**config.mk**
```make
export PLATFORM = sky130hd
export DESIGN_NAME = accum_initiator_flat
export DESIGN_NICKNAME = d
export VERILOG_FILES = /design/src/rtl/accum_pkg.sv /design/src/rtl/accum_initiator_if.sv /design/src/rtl/accum_fifo.sv /design/src/rtl/accum_initiator.sv /design/src/flat_wrapper.sv
export SDC_FILE = /design/constraint.sdc
export NUM_CORES = 1
export LEC_CHECK = 0
export ABC_AREA = 0
export ABC_CLOCK_PERIOD_IN_PS = 7200
export CAP_MARGIN = 20
export CORE_ASPECT_RATIO = 0.5
export CORE_MARGIN = 2
export CORE_UTILIZATION = 57
export DETAILED_ROUTE_END_ITERATION = 6
export GPL_TIMING_DRIVEN = 0
export PLACE_DENSITY = 0.95
export RECOVER_POWER = 50
export SYNTH_ARGS = -nofsm -noshare
export SYNTH_HDL_FRONTEND = slang
export SYNTH_SLANG_ARGS = --single-unit
```
**constraint.sdc**
```tcl
create_clock -name clk -period 7.2 [get_ports clk]
set_input_delay 1.44 -clock clk [delete_from_list [all_inputs] [get_ports clk]]
set_output_delay 1.44 -clock clk [all_outputs]
set_load 0.05 [all_outputs]
```
**src/rtl/accum_pkg.sv**
```systemverilog
// Shared types and constants for the accumulator initiator slice:
// FSM state encoding, default widths and a counter-width helper.
package accum_pkg;

    localparam int ACCUM_WIDTH_DEF = 16;
    localparam int ADD_WIDTH_DEF   = ACCUM_WIDTH_DEF / 2;

    // Handshake sequencer states. ST_ERR is only reachable when the
    // watchdog is compiled in.
    typedef enum logic [1:0] {
        ST_IDLE    = 2'd0,
        ST_REQ     = 2'd1,
        ST_RELEASE = 2'd2,
        ST_ERR     = 2'd3
    } state_t;

    // Bits needed to hold any value 0..max_val inclusive (at least 1).
    function automatic int cnt_width(input int max_val);
        int w;
        w = $clog2(max_val + 1);
        return (w < 1) ? 1 : w;
    endfunction

endpackage

```
**src/rtl/accum_initiator_if.sv**
```systemverilog
// Bundle of the operand stream (in_valid/in_ready/in_data) and the
// four-phase accumulator link (en/add/done/accum).
//
// Stream handshake: an operand transfers on a rising clk edge where
// in_valid and in_ready are both 1; in_data must be stable while
// in_valid is high, and in_ready never depends combinationally on
// in_valid.
// Accumulator handshake: en rises with add, waits for done=1, drops,
// then waits for done=0 before the next request.
interface accum_initiator_if
    import accum_pkg::*;
#(
    parameter int ACCUM_WIDTH = ACCUM_WIDTH_DEF,
    parameter int ADD_WIDTH   = ACCUM_WIDTH / 2
);
    logic                   in_valid;
    logic                   in_ready;
    logic [ADD_WIDTH-1:0]   in_data;
    logic                   en;
    logic [ADD_WIDTH-1:0]   add;
    logic                   done;
    logic [ACCUM_WIDTH-1:0] accum;

    // The initiator: consumes the stream, drives the accumulator.
    modport master (
        input  in_valid,
        output in_ready,
        input  in_data,
        output en,
        output add,
        input  done,
        input  accum
    );

    // The environment: operand producer plus accumulator.
    modport slave (
        output in_valid,
        input  in_ready,
        output in_data,
        input  en,
        input  add,
        output done,
        output accum
    );
endinterface

```
**src/rtl/accum_fifo.sv**
```systemverilog
// Small synchronous FIFO with registered occupancy count. Head data is
// visible on rdata_o whenever empty_o is low. Pushes while full and
// pops while empty are ignored.
module accum_fifo
    import accum_pkg::*;
#(
    parameter int WIDTH = 8,
    parameter int DEPTH = 4
) (
    input  logic                        clk_i,
    input  logic                        rst_i,
    input  logic                        push_i,
    input  logic [WIDTH-1:0]            wdata_i,
    input  logic                        pop_i,
    output logic [WIDTH-1:0]            rdata_o,
    output logic                        full_o,
    output logic                        empty_o,
    output logic [cnt_width(DEPTH)-1:0] count_o
);
    localparam int AW = (DEPTH > 1) ? $clog2(DEPTH) : 1;
    localparam int CW = cnt_width(DEPTH);

    logic [WIDTH-1:0] mem_q [DEPTH];
    logic [AW-1:0]    wr_ptr_q, wr_ptr_d;
    logic [AW-1:0]    rd_ptr_q, rd_ptr_d;
    logic [CW-1:0]    count_q, count_d;
    logic             do_push, do_pop;

    assign full_o  = (count_q == CW'(DEPTH));
    assign empty_o = (count_q == '0);
    assign count_o = count_q;
    assign rdata_o = mem_q[rd_ptr_q];

    assign do_push = push_i && !full_o;
    assign do_pop  = pop_i && !empty_o;

    // Pointer and occupancy next state; DEPTH is a power of two so the
    // pointers wrap naturally.
    always_comb begin
        wr_ptr_d = wr_ptr_q;
        rd_ptr_d = rd_ptr_q;
        count_d  = count_q;
        if (do_push) wr_ptr_d = wr_ptr_q + AW'(1);
        if (do_pop)  rd_ptr_d = rd_ptr_q + AW'(1);
        case ({do_push, do_pop})
            2'b10:   count_d = count_q + CW'(1);
            2'b01:   count_d = count_q - CW'(1);
            default: count_d = count_q;
        endcase
    end

    // Pointer/count registers with synchronous reset.
    always_ff @(posedge clk_i) begin
        if (rst_i) begin
            wr_ptr_q <= '0;
            rd_ptr_q <= '0;
            count_q  <= '0;
        end else begin
            wr_ptr_q <= wr_ptr_d;
            rd_ptr_q <= rd_ptr_d;
            count_q  <= count_d;
        end
    end

    // Storage array; contents are don't-care until written.
    always_ff @(posedge clk_i) begin
        if (do_push) mem_q[wr_ptr_q] <= wdata_i;
    end

endmodule

```
**src/rtl/accum_initiator.sv**
```systemverilog
// Requester-side driver for an accumulator: buffers operands, issues
// each over the four-phase en/add/done handshake, keeps a shadow sum
// and flags any disagreement with the accumulator's accum output.
// Optional watchdog: define ACCUM_INIT_TIMEOUT_EN to trap a stalled
// handshake in ST_ERR after TIMEOUT_CYCLES cycles.
module accum_initiator
    import accum_pkg::*;
#(
    parameter int ACCUM_WIDTH    = ACCUM_WIDTH_DEF,
    parameter int ADD_WIDTH      = ACCUM_WIDTH / 2,
    parameter int DEPTH          = 4,
    parameter int CNT_WIDTH      = 16,
    parameter int TIMEOUT_CYCLES = 1024
) (
    input  logic                   clk,
    input  logic                   reset,
    accum_initiator_if.master      bus,
    output logic                   busy,
    output logic [CNT_WIDTH-1:0]   txn_count,
    output logic [ACCUM_WIDTH-1:0] expected,
    output logic                   mismatch,
    output logic                   timeout,
    output state_t                 state_dbg
);
    localparam int FCW = cnt_width(DEPTH);

    state_t                 state_q, state_d;
    logic                   en_q, en_d;
    logic [ADD_WIDTH-1:0]   add_q, add_d;
    logic [ACCUM_WIDTH-1:0] expected_q, expected_d;
    logic [CNT_WIDTH-1:0]   txn_q, txn_d;
    logic                   mismatch_q, mismatch_d;
    logic [ACCUM_WIDTH-1:0] sum;

    logic                   fifo_push, fifo_pop;
    logic                   fifo_full, fifo_empty;
    logic [ADD_WIDTH-1:0]   fifo_head;
    logic [FCW-1:0]         fifo_count;
    logic                   accept_en;

`ifdef ACCUM_INIT_TIMEOUT_EN
    localparam int WD_W = cnt_width(TIMEOUT_CYCLES);
    logic [WD_W-1:0] wd_q, wd_d;
    logic            timeout_q, timeout_d;

    // The FIFO is frozen once the watchdog has fired.
    assign accept_en = (state_q != ST_ERR);
    assign timeout   = timeout_q;
`else
    assign accept_en = 1'b1;
    // Without the watchdog the limit has no effect and the flag is low.
    assign timeout   = (TIMEOUT_CYCLES < 1) ? 1'b0 : 1'b0;
`endif

    // Ready comes from the registered count, so a full FIFO stays
    // not-ready even in a cycle where it is also being popped.
    assign bus.in_ready = !fifo_full && accept_en;
    assign fifo_push    = bus.in_valid && bus.in_ready;

    accum_fifo #(
        .WIDTH (ADD_WIDTH),
        .DEPTH (DEPTH)
    ) u_fifo (
        .clk_i   (clk),
        .rst_i   (reset),
        .push_i  (fifo_push),
        .wdata_i (bus.in_data),
        .pop_i   (fifo_pop),
        .rdata_o (fifo_head),
        .full_o  (fifo_full),
        .empty_o (fifo_empty),
        .count_o (fifo_count)
    );

    // Shadow sum including the operand in flight; wraps at ACCUM_WIDTH.
    assign sum = expected_q + ACCUM_WIDTH'(add_q);

    assign bus.en    = en_q;
    assign bus.add   = add_q;
    assign busy      = (fifo_count != '0) || (state_q != ST_IDLE);
    assign txn_count = txn_q;
    assign expected  = expected_q;
    assign mismatch  = mismatch_q;
    assign state_dbg = state_q;

    // Handshake sequencer: next state, request outputs, shadow update.
    always_comb begin
        state_d    = state_q;
        en_d       = en_q;
        add_d      = add_q;
        expected_d = expected_q;
        txn_d      = txn_q;
        mismatch_d = mismatch_q;
        fifo_pop   = 1'b0;
`ifdef ACCUM_INIT_TIMEOUT_EN
        wd_d       = wd_q;
        timeout_d  = timeout_q;
`endif
        case (state_q)
            ST_IDLE: begin
                // done may still be high from a handshake cut short by
                // reset; never raise en on top of it.
                if (!fifo_empty && !bus.done) begin
                    fifo_pop = 1'b1;
                    add_d    = fifo_head;
                    en_d     = 1'b1;
                    state_d  = ST_REQ;
                end
            end
            ST_REQ: begin
                // accum is updated on the edge done rises, so it is
                // already valid here.
                if (bus.done) begin
                    en_d       = 1'b0;
                    expected_d = sum;
                    txn_d      = txn_q + CNT_WIDTH'(1);
                    if (bus.accum != sum) mismatch_d = 1'b1;
                    state_d    = ST_RELEASE;
                end
            end
            ST_RELEASE: begin
                if (!bus.done) begin
                    if (!fifo_empty) begin
                        fifo_pop = 1'b1;
                        add_d    = fifo_head;
                        en_d     = 1'b1;
                        state_d  = ST_REQ;
                    end else begin
                        state_d  = ST_IDLE;
                    end
                end
            end
            default: begin
`ifdef ACCUM_INIT_TIMEOUT_EN
                // Trapped until reset.
                en_d    = 1'b0;
                state_d = ST_ERR;
`else
                en_d    = 1'b0;
                state_d = ST_IDLE;
`endif
            end
        endcase
`ifdef ACCUM_INIT_TIMEOUT_EN
        // Watchdog: restarts on any transition, counts while waiting on
        // the accumulator, fires after TIMEOUT_CYCLES stalled cycles.
        if (state_d != state_q) begin
            wd_d = '0;
        end else if (state_q == ST_REQ || state_q == ST_RELEASE) begin
            if (wd_q == WD_W'(TIMEOUT_CYCLES - 1)) begin
                state_d   = ST_ERR;
                en_d      = 1'b0;
                timeout_d = 1'b1;
                wd_d      = '0;
            end else begin
                wd_d = wd_q + WD_W'(1);
            end
        end
`endif
    end

    // Sequencer, request and checker registers.
    always_ff @(posedge clk) begin
        if (reset) begin
            state_q    <= ST_IDLE;
            en_q       <= 1'b0;
            add_q      <= '0;
            expected_q <= '0;
            txn_q      <= '0;
            mismatch_q <= 1'b0;
        end else begin
            state_q    <= state_d;
            en_q       <= en_d;
            add_q      <= add_d;
            expected_q <= expected_d;
            txn_q      <= txn_d;
            mismatch_q <= mismatch_d;
        end
    end

`ifdef ACCUM_INIT_TIMEOUT_EN
    // Watchdog counter and sticky timeout flag.
    always_ff @(posedge clk) begin
        if (reset) begin
            wd_q      <= '0;
            timeout_q <= 1'b0;
        end else begin
            wd_q      <= wd_d;
            timeout_q <= timeout_d;
        end
    end
`endif

endmodule

```
**src/flat_wrapper.sv**
```systemverilog
// flat-port wrapper written by rule: the top's interface ports become plain ports
module accum_initiator_flat import accum_pkg::*;
#(
    parameter int ACCUM_WIDTH    = ACCUM_WIDTH_DEF,
    parameter int ADD_WIDTH      = ACCUM_WIDTH / 2,
    parameter int DEPTH          = 4,
    parameter int CNT_WIDTH      = 16,
    parameter int TIMEOUT_CYCLES = 1024
)
  (clk, reset, busy, txn_count, expected, mismatch, timeout, state_dbg, bus_in_valid, bus_in_ready, bus_in_data, bus_en, bus_add, bus_done, bus_accum);
  accum_initiator_if #(.ACCUM_WIDTH(ACCUM_WIDTH), .ADD_WIDTH(ADD_WIDTH)) bus_i ();
  input  logic clk;
  input  logic reset;
  output logic busy;
  output logic [CNT_WIDTH-1:0] txn_count;
  output logic [ACCUM_WIDTH-1:0] expected;
  output logic mismatch;
  output logic timeout;
  output state_t state_dbg;
  input wire logic [$bits(bus_i.in_valid)-1:0] bus_in_valid;
  output wire logic [$bits(bus_i.in_ready)-1:0] bus_in_ready;
  input wire logic [$bits(bus_i.in_data)-1:0] bus_in_data;
  output wire logic [$bits(bus_i.en)-1:0] bus_en;
  output wire logic [$bits(bus_i.add)-1:0] bus_add;
  input wire logic [$bits(bus_i.done)-1:0] bus_done;
  input wire logic [$bits(bus_i.accum)-1:0] bus_accum;
  assign bus_i.in_valid = bus_in_valid;
  assign bus_in_ready = bus_i.in_ready;
  assign bus_i.in_data = bus_in_data;
  assign bus_en = bus_i.en;
  assign bus_add = bus_i.add;
  assign bus_i.done = bus_done;
  assign bus_i.accum = bus_accum;
  accum_initiator #(.ACCUM_WIDTH(ACCUM_WIDTH), .ADD_WIDTH(ADD_WIDTH), .DEPTH(DEPTH), .CNT_WIDTH(CNT_WIDTH), .TIMEOUT_CYCLES(TIMEOUT_CYCLES)) u_core (.clk(clk), .reset(reset), .bus(bus_i), .busy(busy), .txn_count(txn_count), .expected(expected), .mismatch(mismatch), .timeout(timeout), .state_dbg(state_dbg));
endmodule
```
# Word level (Yosys, flattened, before mapping)

Memories as Yosys holds them, arrays and structs flattened. A register that Yosys moved wholly into a read port is not among the register bits.
Cells that the tools add are included.

Bits in registers: 51
Memory bits (writable): 32
Memories: 1
Output and inout bits: 47
Bits of input ports: 28
Logic and storage cells: 68

Equal/unequal tests: 10
Mux-type cells: 23
Reduce and logical (&&, ||, !) cells: 19
Add/subtract/negate cells: 6

Memories:

| memory              | depth | width | rd ports | clocked after Yosys merged registers in | write ports | line             | source |
|---|---|---|---|---|---|---|---|
| u_core.u_fifo.mem_q | 4     | 8     | 1        | 1                                       | 1           | accum_fifo.sv:23 | `logic [WIDTH-1:0] mem_q [DEPTH];` |

Operators with widths:

| cell                                                               | number |
|---|---|
| 8-bit two-way mux                                                  | 3 |
| 16-bit by 1-bit adder with 16-bit output, second input constant    | 1 |
| 16-bit by 8-bit adder with 16-bit output                           | 1 |
| 16-bit != test                                                     | 1 |
| 8-bit one-hot mux with 2 select lines                              | 1 |
| 1-bit two-way mux                                                  | 10 |
| 2-bit two-way mux                                                  | 5 |
| 4-bit AND reduction                                                | 2 |
| 2-bit != test, second input constant                               | 3 |
| 2-bit one-hot mux with 3 select lines                              | 1 |
| 3-bit one-hot mux with 2 select lines                              | 1 |
| 3-bit AND reduction                                                | 2 |
| 2-bit nonzero test                                                 | 3 |
| 2-bit by 1-bit adder with 2-bit output, second input constant      | 2 |
| 2-bit by 1-bit == test with 1-bit output, second input constant    | 2 |
| 2-bit == test, second input constant                               | 2 |
| 1-bit logical AND                                                  | 4 |
| 3-bit by 1-bit adder with 3-bit output, second input constant      | 1 |
| 3-bit == test, second input constant                               | 1 |
| 1-bit logical NOT                                                  | 3 |
| 3-bit logical NOT                                                  | 1 |
| 1-bit one-hot mux with 3 select lines                              | 1 |
| 3-bit nonzero test                                                 | 1 |
| 3-bit by 1-bit subtractor with 3-bit output, second input constant | 1 |
| other kinds (5)                                                    | 5 |

# Depth between registers and ports, before layout

Depth after elaboration: 8
Depth in mapped cells: 12
Gate-level depth less buffers: 11

# Cells and area by module

Synthesis repeated with hierarchy kept, for this count alone.

Cells, all modules: 439
Area, all modules: 4393.0 µm²

Modules (own cells, without submodules):

| module          | seq. area each (µm²) | cells an instance | instances | area an instance (µm²) |
|---|---|---|---|---|
| accum_initiator | 880.8                | 343               | 1         | 2757.6 |
| accum_fifo      | 1141.1               | 96                | 1         | 1635.3 |

# Least setup slack after synthesis

Ideal clock, no wire load.

Kind: input to register
From: input port bus_done
To: register u_core.u_fifo.count_q[2], in the netlist u_core.u_fifo.count_o[2]
Setup time: 70 ps
Path buffers: 2
Setup slack: 3581 ps
Arrival: 3549 ps
Stages on the path: 10
Data required time: 7130 ps
Cells stage by stage: or3_1 -> clkbuf_1 -> inv_1 -> clkbuf_1 -> ha_1 -> inv_1 -> fa_1 -> xor2_1 -> or3_1 -> a21oi_1

Word-level cells in the longest chain between the ends: 7
Elaborated cells on any way between the ends: 10
Classes of those cells: eq/ne: 2; mux: 4; reduce/logical: 4

Ends and longest elaborated chain:

| what                                                                        | line                   | source |
|---|---|---|
| from (decl)                                                                 | flat_wrapper.sv:25     | `input wire logic [$bits(bus_i.done)-1:0] bus_done;` |
| 1-bit logical NOT                                                           | accum_initiator.sv:103 | `if (!fifo_empty && !bus.done) begin` |
| 1-bit logical AND                                                           | accum_initiator.sv:103 |  |
| 1-bit two-way mux                                                           | accum_initiator.sv:103 |  |
| 1-bit one-hot mux with 2 select lines (*)                                   | accum_initiator.sv:99  | `case (state_q)` |
| 1-bit logical AND (*)                                                       | accum_fifo.sv:35       | `assign do_pop = pop_i && !empty_o;` |
| net u_core.u_fifo.do_pop                                                    | accum_fifo.sv:27       | `logic do_push, do_pop;` |
| 2-bit by 1-bit == test with 1-bit output or 2-bit == test (tied branches)   | accum_fifo.sv:45       | `case ({do_push, do_pop})` |
| 3-bit one-hot mux with 2 select lines or 2-bit nonzero test (tied branches) | --                     |  |
| to (signal assigned)                                                        | accum_fifo.sv:61       | `count_q <= count_d;` |
| to (decl)                                                                   | accum_fifo.sv:26       | `logic [CW-1:0] count_q, count_d;` |

The timed path passes the listed nets; every way through them passes the cells marked *.
A chain may end at the register's enable or synchronous reset.

# Final worst setup path

Ends and elaborated chain as after synthesis.

==> impl_results.md <==
- Grt ovf: 0
- Post-DP Area: 5070 um^2
- PortBufs: 72
- Via count: 3570
- Hold path cells: 2
- GRT Overall Usage: 0.268
- Top-area cell type share of the netlist area: 0.251
- I/O pin count: 75
- Sequential-to-total area share from yosys stat: 0.478
- Fill cells: 456
- Worst EP required: 7.47 ns
- Clk buf depth: 2
- Synthesized instance count: 421
- Worst-skew pair later-pin latency: 0.35 ns
- Hold buffer count at CTS: 0
- Row cnt: 22
- Vias in the first global route: 3420
- CP Class: in -> reg
- Main synth FF type: dfxtp_1
- Clock net sink count: 85
- R2R Setup Slk: 4.01 ns
- Setup TNS: 0 ns
- Simple-gate portion of the synthesized area: 0.181
- Design area: 5420 um^2
- Mux share of post-synthesis cell area: 0.0452
- Placer congestion estimate: 0.939
- Tcrit/Tclk final: 0.617
- Worst Clk Skew: 0.00613 ns
- Initial Utilization: 0.583
- Adder-Cell Fraction of Synth Area: 0.0508
- Worst Path Max Fanout: 10
- FF-to-FF End: u_core.u_fifo.count_o[2]$_SDFFE_PP0P_
- RR Startpoint: u_core.u_fifo.count_o[2]$_SDFFE_PP0P_
- RSZ-0062 raised after global routing: false
- Hpwl dp: 6950 um
- Final net count: 548
- Hold Vio Cnt, Final: 0
- Setup crit end kind: register
- Synthesized area per cell: 10.1 um^2
- H-Tree Depth: 3
- Crit path to: u_core.u_fifo.count_o[2]$_SDFFE_PP0P_
- CTS root buf: clkbuf_16
- Status: completed
- Slew @ Worst Pin: 0.726 ns
- Max Cap Violations: 0
- ANT nets after route: 0
- Core area: 7270 um^2
- Setup bufs post-CTS: 0
- Async set-reset flop share out of synthesis: 0
- Drt drc: 0
- First-pass GRT wire length: 16900 um
- Share of cells above drive strength 1: 0.0904
- F_max: 225 MHz
- Final Max Tran Viols: 0
- Via/cell ratio: 5.90
- Post-Syn Area: 4230 um^2
- Synth area leaders: dfxtp_1, edfxtp_1, xnor2_1
- CTS Buf Count: 9
- Die area: 8180 um^2
- DRT Pass-1 Iters: 6
- Synth top cells by count: dfxtp_1, nand2_1, nor2_1, a21oi_1, edfxtp_1
- Final wirelength: 10600 um
- Largest net degree at the start of global routing: 17
- Synthesized net count: 465
- Clock period minus worst slack: 4.45 ns
- Synth warnings: 0
- Setup crit start kind: primary input
- Initial DRC Count: 268
- Die H: 64.9 um
- Initial antenna violation count: 0
- P&R area growth vs syn: 28.1%
- Crit path launch: bus_done
- Slew HR: 0.516
- Yosys cell types: 58
- Dominant cell type by area after synthesis: dfxtp_1
- Endpoints failing setup: 0
- Die Wd: 126 um
- CP Data Arrival Time: 4.72 ns
- Worst R2R Path Depth: 11
- P per Cell Area: 298 nW/um^2
- Clock transition at path regs: 0.07 ns
- LEAKAGE: 0.00193 uW
- Maximum vdd drop: 0.169 mV
- Synth Area in XOR/XNOR: 0.101
- Synth Area in Compound Gates: 0.109
- Non-Filler Instances: 605
- Placed cells: 589
- CTS tree: done
- Hold Path Class: reg -> reg
- Wire length per cell: 17.5 um
- Synthesized flop and latch total: 85
- PostCTS Resize Cnt: 0
- Diodes inserted: 0
- Number of synthesized flops with an enable pin: 32
- Largest family of logic cells by synthesized area: simple AND/OR/NAND/NOR gates
## placed cells by master, fill, tap and decap left out, types with 12 or more instances in the layout
cell / n
dfxtp_1: 53
a21oi_1: 33
nor2_1: 46
xor2_1: 22
inv_1: 12
clkdlybuf4s50_1: 62
ha_1: 14
xnor2_1: 25
nor3_1: 12
edfxtp_1: 32
nand2_1: 53
clkbuf_1: 12
## layer usage
layer / vias up / routed length (um) / GRT usage
li1: 1635 / - / -
met1: 1701 / 4220 / 0.315
met2: 187 / 5150 / 0.461
met3: 47 / 837 / 0.0743
met4: 0 / 399 / 0.130
met5: - / 0 / 0
## how the worst min path moves through the flow
stage                                                   endpoint  slack (ns)                              startpoint
after CTS                         u_core.bus.add[6]$_SDFFE_PP0P_        0.48          u_core.bus.add[6]$_SDFFE_PP0P_
after global placement           u_core.expected[3]$_SDFFE_PP0P_        0.46         u_core.expected[3]$_SDFFE_PP0P_
final                            u_core.expected[4]$_SDFFE_PP0P_        0.49         u_core.expected[4]$_SDFFE_PP0P_
after global routing              u_core.bus.add[6]$_SDFFE_PP0P_        0.50          u_core.bus.add[6]$_SDFFE_PP0P_
after floorplan           u_core.u_fifo.wr_ptr_q[1]$_SDFFE_PP0P_        0.47  u_core.u_fifo.wr_ptr_q[1]$_SDFFE_PP0P_
after detailed placement         u_core.expected[4]$_SDFFE_PP0P_        0.47         u_core.expected[4]$_SDFFE_PP0P_
## critical path: stages
cell,delay (ns)
dlygate4sd3_1,0.61
or3_1,0.39
clkbuf_1,0.22
inv_1,0.19
clkbuf_1,0.41
ha_1,0.28
inv_1,0.07
fa_1,0.38
xor2_1,0.19
or3_1,0.36
a21oi_1,0.17
## per-stage QoR
step,hold slack [ns],total power [uW],utilization,setup WS (ns)
after floorplan,0.469,925,-,3.58
after global placement,0.462,1040,0.698,2.88
after detailed placement,0.474,1070,0.698,2.78
after CTS,0.484,1610,0.746,2.90
after global routing,0.503,1670,0.746,2.59
final,0.486,1610,0.746,2.75
## power by group
group | total [uW] | internal [uW] | switching (uW) | leakage, uW
Combinational | 485 | 178 | 306 | 0.00104
Sequential | 597 | 554 | 42.7 | 0.000723
Clock | 533 | 331 | 202 | 0.000171
## flip-flops by register name (all words and copies together), names as in the netlist, named ones only
name	flops
u_core.u_fifo.mem_q	32
u_core.expected	16
u_core.txn_count	16
u_core.bus.add	8
u_core.u_fifo.count_o	3
u_core.state_dbg	2
u_core.u_fifo.rd_ptr_q	2
u_core.u_fifo.wr_ptr_q	2
u_core.bus.en	1
u_core.mismatch	1
## cells by family after synthesis
| group | Yosys count |
|---|---|
| AO/OA/AOI/OAI | 66 |
| flip-flops | 85 |
| buffers and inverters | 34 |
| other | 1 |
| adder cells (fa/ha/maj) | 16 |
| AND/OR/NAND/NOR | 162 |
| XOR/XNOR | 48 |
| multiplexers | 9 |
## layout make-up
class	count	area [um^2]	share of cell area
Buffer	21	97.6	0.0180
Clock buffer	10	250	0.0461
Clock inverter	6	97.6	0.0180
Inverter	13	48.8	0.00900
Multi-Input combinational cell	302	2070	0.381
Sequential cell	85	2020	0.373
Tap cell	96	120	0.0222
Timing Repair Buffer	72	721	0.133
Note: power is estimated with default switching activity, not from simulation.
